**src/rtl/keypad_pkg.sv**
```systemverilog
// Shared constants for the 3x3 keypad scanner: key codes, column idle pattern,
// FSM state encoding and the active-low seven-segment table (used with KEYPAD_HEX_EN).
package keypad_pkg;

  localparam logic [3:0] NO_KEY   = 4'hF;
  localparam logic [2:0] COL_IDLE = 3'b110;

  localparam logic [1:0] ST_IDLE     = 2'd0;
  localparam logic [1:0] ST_DEBOUNCE = 2'd1;
  localparam logic [1:0] ST_REPORT   = 2'd2;
  localparam logic [1:0] ST_HELD     = 2'd3;

  localparam logic [6:0] BLANK = 7'b1111111;

  // Segment order gfedcba, active-low; entry 8 first so SEG_TABLE[k] is digit k.
  localparam logic [8:0][6:0] SEG_TABLE = {
    7'b0000000, 7'b1111000, 7'b0000010, 7'b0010010, 7'b0011001,
    7'b0110000, 7'b0100100, 7'b1111001, 7'b1000000
  };

  function automatic logic [6:0] seg7_decode(input logic [3:0] k);
    if (k <= 4'd8) return SEG_TABLE[k];
    return BLANK;
  endfunction

endpackage

```
**src/rtl/keypad_scanner_scan_divider.sv**
```systemverilog
// Scan-rate divider: down-counter that reloads SCAN_DIV at zero and flags a
// one-cycle tick, giving one tick every SCAN_DIV+1 clocks.
module scan_divider #(
  parameter int unsigned SCAN_DIV = 49_999
) (
  input  logic clk,
  input  logic clear,
  output logic tick
);

  localparam int unsigned    CW     = (SCAN_DIV > 0) ? $clog2(SCAN_DIV + 1) : 1;
  localparam logic [CW-1:0]  RELOAD = CW'(SCAN_DIV);

  logic [CW-1:0] r_count;

  always_ff @(posedge clk or negedge clear) begin
    if (!clear) begin
      r_count <= RELOAD;
    end else if (r_count == '0) begin
      r_count <= RELOAD;
    end else begin
      r_count <= r_count - CW'(1);
    end
  end

  assign tick = (r_count == '0);

endmodule

```
**src/rtl/keypad_scanner.sv**
```systemverilog
// 3x3 key matrix scanner with debounce and one-cycle valid strobe.
// Optional KEYPAD_HEX_EN adds an active-low seven-segment output of the last key.
module keypad_scanner #(
  parameter int unsigned SCAN_DIV       = 49_999,
  parameter int unsigned DEBOUNCE_SCANS = 4
) (
  input  logic       clk,
  input  logic       clear,
  input  logic [2:0] row,
  output logic [2:0] column,
  output logic       valid_key,
  output logic [3:0] key
`ifdef KEYPAD_HEX_EN
  ,
  output logic [6:0] hex
`endif
);
  import keypad_pkg::*;

  localparam logic [3:0] DEB_TARGET = 4'(DEBOUNCE_SCANS);

  logic       w_tick;
  logic [1:0] w_col_idx;
  logic       w_row_hit;
  logic [1:0] w_row_idx;
  logic [3:0] w_col_key;
  logic [3:0] w_result;
  logic       w_scan_done;

  logic [2:0] r_column;
  logic [3:0] r_partial;
  logic [1:0] r_state;
  logic [3:0] r_cand;
  logic [3:0] r_deb_count;
  logic [3:0] r_key;
  logic       r_valid;

  scan_divider #(.SCAN_DIV(SCAN_DIV)) u_div (
    .clk   (clk),
    .clear (clear),
    .tick  (w_tick)
  );

  always_comb begin
    case (r_column)
      3'b101:  w_col_idx = 2'd1;
      3'b011:  w_col_idx = 2'd2;
      default: w_col_idx = 2'd0;
    endcase
  end

  // Only a single low row counts as a hit; ghosting/multi-press gives nothing.
  always_comb begin
    w_row_hit = 1'b0;
    w_row_idx = 2'd0;
    case (row)
      3'b110: begin w_row_hit = 1'b1; w_row_idx = 2'd0; end
      3'b101: begin w_row_hit = 1'b1; w_row_idx = 2'd1; end
      3'b011: begin w_row_hit = 1'b1; w_row_idx = 2'd2; end
      default: ;
    endcase
  end

  assign w_col_key = ({2'b00, w_row_idx} * 4'd3) + {2'b00, w_col_idx};

  // Scan result so far including the column sampled this tick; earliest column wins.
  always_comb begin
    w_result = NO_KEY;
    if (w_col_idx != 2'd0 && r_partial != NO_KEY) begin
      w_result = r_partial;
    end else if (w_row_hit) begin
      w_result = w_col_key;
    end
  end

  assign w_scan_done = w_tick && (w_col_idx == 2'd2);

  always_ff @(posedge clk or negedge clear) begin
    if (!clear) begin
      r_column  <= COL_IDLE;
      r_partial <= NO_KEY;
    end else if (w_tick) begin
      r_column  <= {r_column[1:0], r_column[2]};
      r_partial <= w_result;
    end
  end

  always_ff @(posedge clk or negedge clear) begin
    if (!clear) begin
      r_state     <= ST_IDLE;
      r_cand      <= NO_KEY;
      r_deb_count <= 4'd0;
      r_key       <= NO_KEY;
      r_valid     <= 1'b0;
    end else begin
      r_valid <= 1'b0;
      case (r_state)
        ST_IDLE: begin
          if (w_scan_done && w_result != NO_KEY) begin
            r_cand      <= w_result;
            r_deb_count <= 4'd1;
            if (DEB_TARGET == 4'd1) begin
              r_state <= ST_REPORT;
              r_key   <= w_result;
              r_valid <= 1'b1;
            end else begin
              r_state <= ST_DEBOUNCE;
            end
          end
        end
        ST_DEBOUNCE: begin
          if (w_scan_done) begin
            if (w_result == r_cand) begin
              r_deb_count <= r_deb_count + 4'd1;
              if (r_deb_count + 4'd1 == DEB_TARGET) begin
                r_state <= ST_REPORT;
                r_key   <= r_cand;
                r_valid <= 1'b1;
              end
            end else begin
              r_state <= ST_IDLE;
            end
          end
        end
        ST_REPORT: r_state <= ST_HELD;
        ST_HELD: begin
          if (w_scan_done && w_result == NO_KEY) r_state <= ST_IDLE;
        end
        default: r_state <= ST_IDLE;
      endcase
    end
  end

  assign column    = r_column;
  assign key       = r_key;
  assign valid_key = r_valid;

`ifdef KEYPAD_HEX_EN
  assign hex = seg7_decode(r_key);
`endif

endmodule

```
**config.mk**
```make
export PLATFORM = sky130hd
export DESIGN_NAME = keypad_scanner
export DESIGN_NICKNAME = d
export VERILOG_FILES = /design/src/rtl/keypad_pkg.sv /design/src/rtl/keypad_scanner_scan_divider.sv /design/src/rtl/keypad_scanner.sv
export SDC_FILE = /design/constraint.sdc
export NUM_CORES = 1
export LEC_CHECK = 0
export ABC_AREA = 1
export BUFFER_PORTS_ARGS = -buffer_cell sky130_fd_sc_hd__clkbuf_2
export CORE_ASPECT_RATIO = 0.6
export CORE_MARGIN = 2
export CORE_UTILIZATION = 60
export DETAILED_ROUTE_END_ITERATION = 12
export HOLD_SLACK_MARGIN = 0.05
export PLACE_DENSITY = 0.79
export SYNTH_ARGS = -nofsm -noshare
export SYNTH_HDL_FRONTEND = slang
export SYNTH_SLANG_ARGS = --single-unit
```
**constraint.sdc**
```tcl
create_clock -name clk -period 7 [get_ports clk]
set_clock_uncertainty 0.05 [all_clocks]
set_input_delay 1.4 -clock clk [delete_from_list [all_inputs] [get_ports clk]]
set_output_delay 1.4 -clock clk [all_outputs]
set_load 0.1 [all_outputs]
```
==> metrics.md <==
| Metric | Value |
|---|---|
| Crit path arrival time | `3.70 ns` |
| Area growth syn-to-layout | `9.97%` |
| Wire length per cell | `12.5 um` |
| Gr usage total | `21.1%` |
| Antenna cells | `0` |
| Yosys warning total | `0` |
| CTS Hold Bufs | `0` |
| Floorplan die area | `4290 um2` |
| Vias | `1691` |
| Synth Area per Inst | `8.62 um2` |
| Via/cell ratio | `5.17` |
| Compound-cell area share of the yosys netlist | `6.64%` |
| H-tree Lvls | `2` |
| Initial Util | `62.1%` |
| Max Slew Vio Count | `0` |
| Synth Area in Simple Gates | `36.4%` |
| Post-DP HPWL | `3050 um` |
| Sw Ratio | `24.0%` |
| Row count | `17` |
| Hold Crit Class | `reg -> reg` |
| Syn_nets | `273` |
| Status | `finished, final reports clean` |
| Adder-cell share of the synthesized area | `3.65%` |
| CTS tree | `built` |
| Xor-xnor portion of the synthesized cell area | `3.10%` |
| Period Utilization, post-route | `50.3%` |
| Largest net degree at the start of global routing | `39` |
| Combinational power share | `6.4%` |
| Setup TNS | `0 ns` |
| Largest family of logic cells by synthesized area | `simple AND/OR/NAND/NOR gates` |
| Leak | `1.23 nW` |
| Cell variety after synth | `33` |
| Num CTS Buffers | `5` |
| Minimum clock period | `3.52 ns` |
| Initial antenna violation count | `0` |
| Fmax | `284 MHz` |
| CTS resizes | `0` |
| Max-cap violations | `0` |
| Worst slew pin tran | `0.928 ns` |
| Crit path kind | `in -> reg` |
| Nets | `290` |
| RSZ-0062 raised after global routing | `no` |
| Vias in the first global route | `1516` |
| # IOs | `13` |
| Core ar. | `3640 um2` |
| Max FO, Critical Path | `9` |
| Worst path required time | `7.18 ns` |
| Final hold viol count | `0` |
| Power per cell area | `180 nW/um2` |
| Drt pass-1 iters | `4` |
| Setup Buffers After CTS | `0` |
| DR iter-0 viols | `120` |
| Placed Instances | `319` |
| Clock sinks | `38` |
| Critical Path Source Type | `input pin` |
| FF+latch count, synth | `38` |
| CTS root buf | `clkbuf_8` |
| Cells after Synth | `262` |
| Mux contribution to synthesized area | `0%` |
| Rel. slew slack | `38.1%` |
| Reg clk slew, reported paths | `0.09 ns` |
| Sw power | `107 uW` |
| Die width | `83.2 um` |
| Post-Syn Area | `2260 um2` |
| Setup crit end kind | `register` |
| First-pass GRT wire length | `6880 um` |
| Post-route DRC violation count | `0` |
| Share of cells above drive strength 1 | `31.4%` |
| Gr ovfl total | `0` |
| Fill count | `278` |
| Sequential share of the synthesized area | `43.4%` |
| Die height | `51.5 um` |
| Final GP Congestion | `0.840` |
| Clk network pwr share | `42.9%` |
| Int Pwr | `339 uW` |
| Post-route ant nets | `0` |
| Worst skew pair latency | `0.30 ns` |
| Sequential share of power | `50.7%` |
| Final Non-Filler Cells | `327` |
| Clock Tree Buf Depth | `2` |
| Final setup viols | `0` |
| Maximum vdd drop | `0.146 mV` |
| I/O Buffers | `12` |
| Post-Route WL | `4080 um` |
## layer usage
layer  vias to the layer above  routed length [um]  global-route usage (%)
li1                        873                   -                       -
met1                       776                2120                    30.7
met2                        32                1680                    30.5
met3                        10                 203                    4.76
met4                         0                  71                    9.29
met5                         -                   0                       0
## worst max-delay path: stages
cell and delay, ns:
clkbuf_2 0.10, inv_1 0.05, nand3_1 0.14, nand2_1 0.08, ha_1 0.27, ha_1 0.21, fa_1 0.48, inv_1 0.05
nand3_2 0.09, nand2_4 0.07, nand2_2 0.06, nand2_2 0.06, nor2_4 0.13, nand2_4 0.08, nor2_8 0.12, nand3_4 0.13
o21ai_1 0.16
## cell families (layout without fill, tap and decap cells)
kind of cell             count (synthesis)  in the layout
AND/OR/NAND/NOR                        140            140
buffers and inverters                   41             59
flip-flops                              38             38
AO/OA/AOI/OAI                           29             29
XOR/XNOR                                 8              8
adder cells (fa/ha/maj)                  6              6
## cell type report
type / instances / area, um2 / share of cell area, %
clock buffer: 5 / 68.8 / 2.77
clock inverter: 3 / 45.0 / 1.81
inverter: 39 / 146 / 5.89
multi-input combinational: 183 / 1130 / 45.3
sequential: 38 / 980 / 39.4
tap: 47 / 58.8 / 2.37
timing repair buffer: 12 / 60.1 / 2.42
## synth_stat cells, drive strengths merged
cell type / number / area share (%)
nand2: 62 / 13
inv: 39 / 6.5
nor2: 32 / 7.8
nand3: 31 / 10
dfstp: 23 / 27
o21ai: 16 / 3.5
dfrtp: 15 / 17
a21oi: 11 / 2.4
ha: 5 / 2.8
xor2: 5 / 1.9
nor3: 4 / 1.1
nand3b: 3 / 1.2
nand4: 3 / 1.5
or2: 3 / 0.83
xnor2: 3 / 1.2
clkbuf: 2 / 0.33
fa: 1 / 0.89
nor2b: 1 / 0.39
nor4: 1 / 0.28
o21a: 1 / 0.33
o31ai: 1 / 0.33
## layout by cell type, fill, tap and decap left out
cell        count
nand2_1        47
inv_1          36
nor2_1         23
dfstp_2        23
nand3_1        20
dfrtp_1        15
clkbuf_2       12
a21oi_1        11
nand2_2        10
o21ai_0        10
nand3_2         8
o21ai_1         6
xor2_1          5
nand2_4         5
ha_1            5
clkbuf_8        5
nor2_2          4
nor2_4          4
inv_2           3
nor3_1          3
or2_2           3
xnor2_1         3
nand3_4         3
nand4_1         2
nand3b_1        2
clkinvlp_4      2
nor3_2          1
nor4_1          1
o21a_1          1
o31ai_1         1
nand4_4         1
nand3b_2        1
nor2_8          1
nor2b_2         1
fa_1            1
bufinv_16       1
## through the flow
stage	power, mW	setup slack (ns)	hold slack, ns	instance area, um2	util [%]
4_1_cts	0.452	3.46	0.412	2480	68.3
6_report	0.446	3.48	0.409	2480	68.3
5_1_grt	0.463	3.25	0.419	2480	68.3
2_1_floorplan	0.250	3.47	0.379	2260	-
3_5_place_dp	0.259	3.15	0.393	2370	65.2
3_3_place_gp	0.258	3.25	0.390	2370	65.2
## power by group through the flow
stage,clock network [mW],logic (mW),registers [mW]
2_1_floorplan,0,0.0198,0.230
3_3_place_gp,0,0.0281,0.230
3_5_place_dp,0,0.0286,0.230
4_1_cts,0.196,0.0289,0.226
5_1_grt,0.204,0.0325,0.227
6_report,0.191,0.0285,0.226
## worst paths after layout
check / from / to / slack, ns / depth (start not counted)
max: row[1] / key[0]$_DFFE_PN1P_ / 3.48 / 17
min: u_div.r_count[0]$_DFF_PN1_ / u_div.r_count[0]$_DFF_PN1_ / 0.41 / 1
max reg2reg: column[2]$_DFFE_PN1P_ / key[0]$_DFFE_PN1P_ / 4.14 / 16
min reg2reg: u_div.r_count[0]$_DFF_PN1_ / u_div.r_count[0]$_DFF_PN1_ / 0.41 / 1
max in group asynchronous: clear / r_state[0]$_DFFE_PN0P_ / 5.15 / 1
min in group asynchronous: clear / u_div.r_count[10]$_DFF_PN0_ / 1.18 / 1
## sequential cells by signal, indices dropped and copies added, names as in the netlist, named ones only
register       flops
column             3
key                4
r_cand             4
r_deb_count        4
r_partial          4
r_state            1
u_div.r_count     16
valid_key          1
No activity file was read; power rests on OpenSTA's default activity.
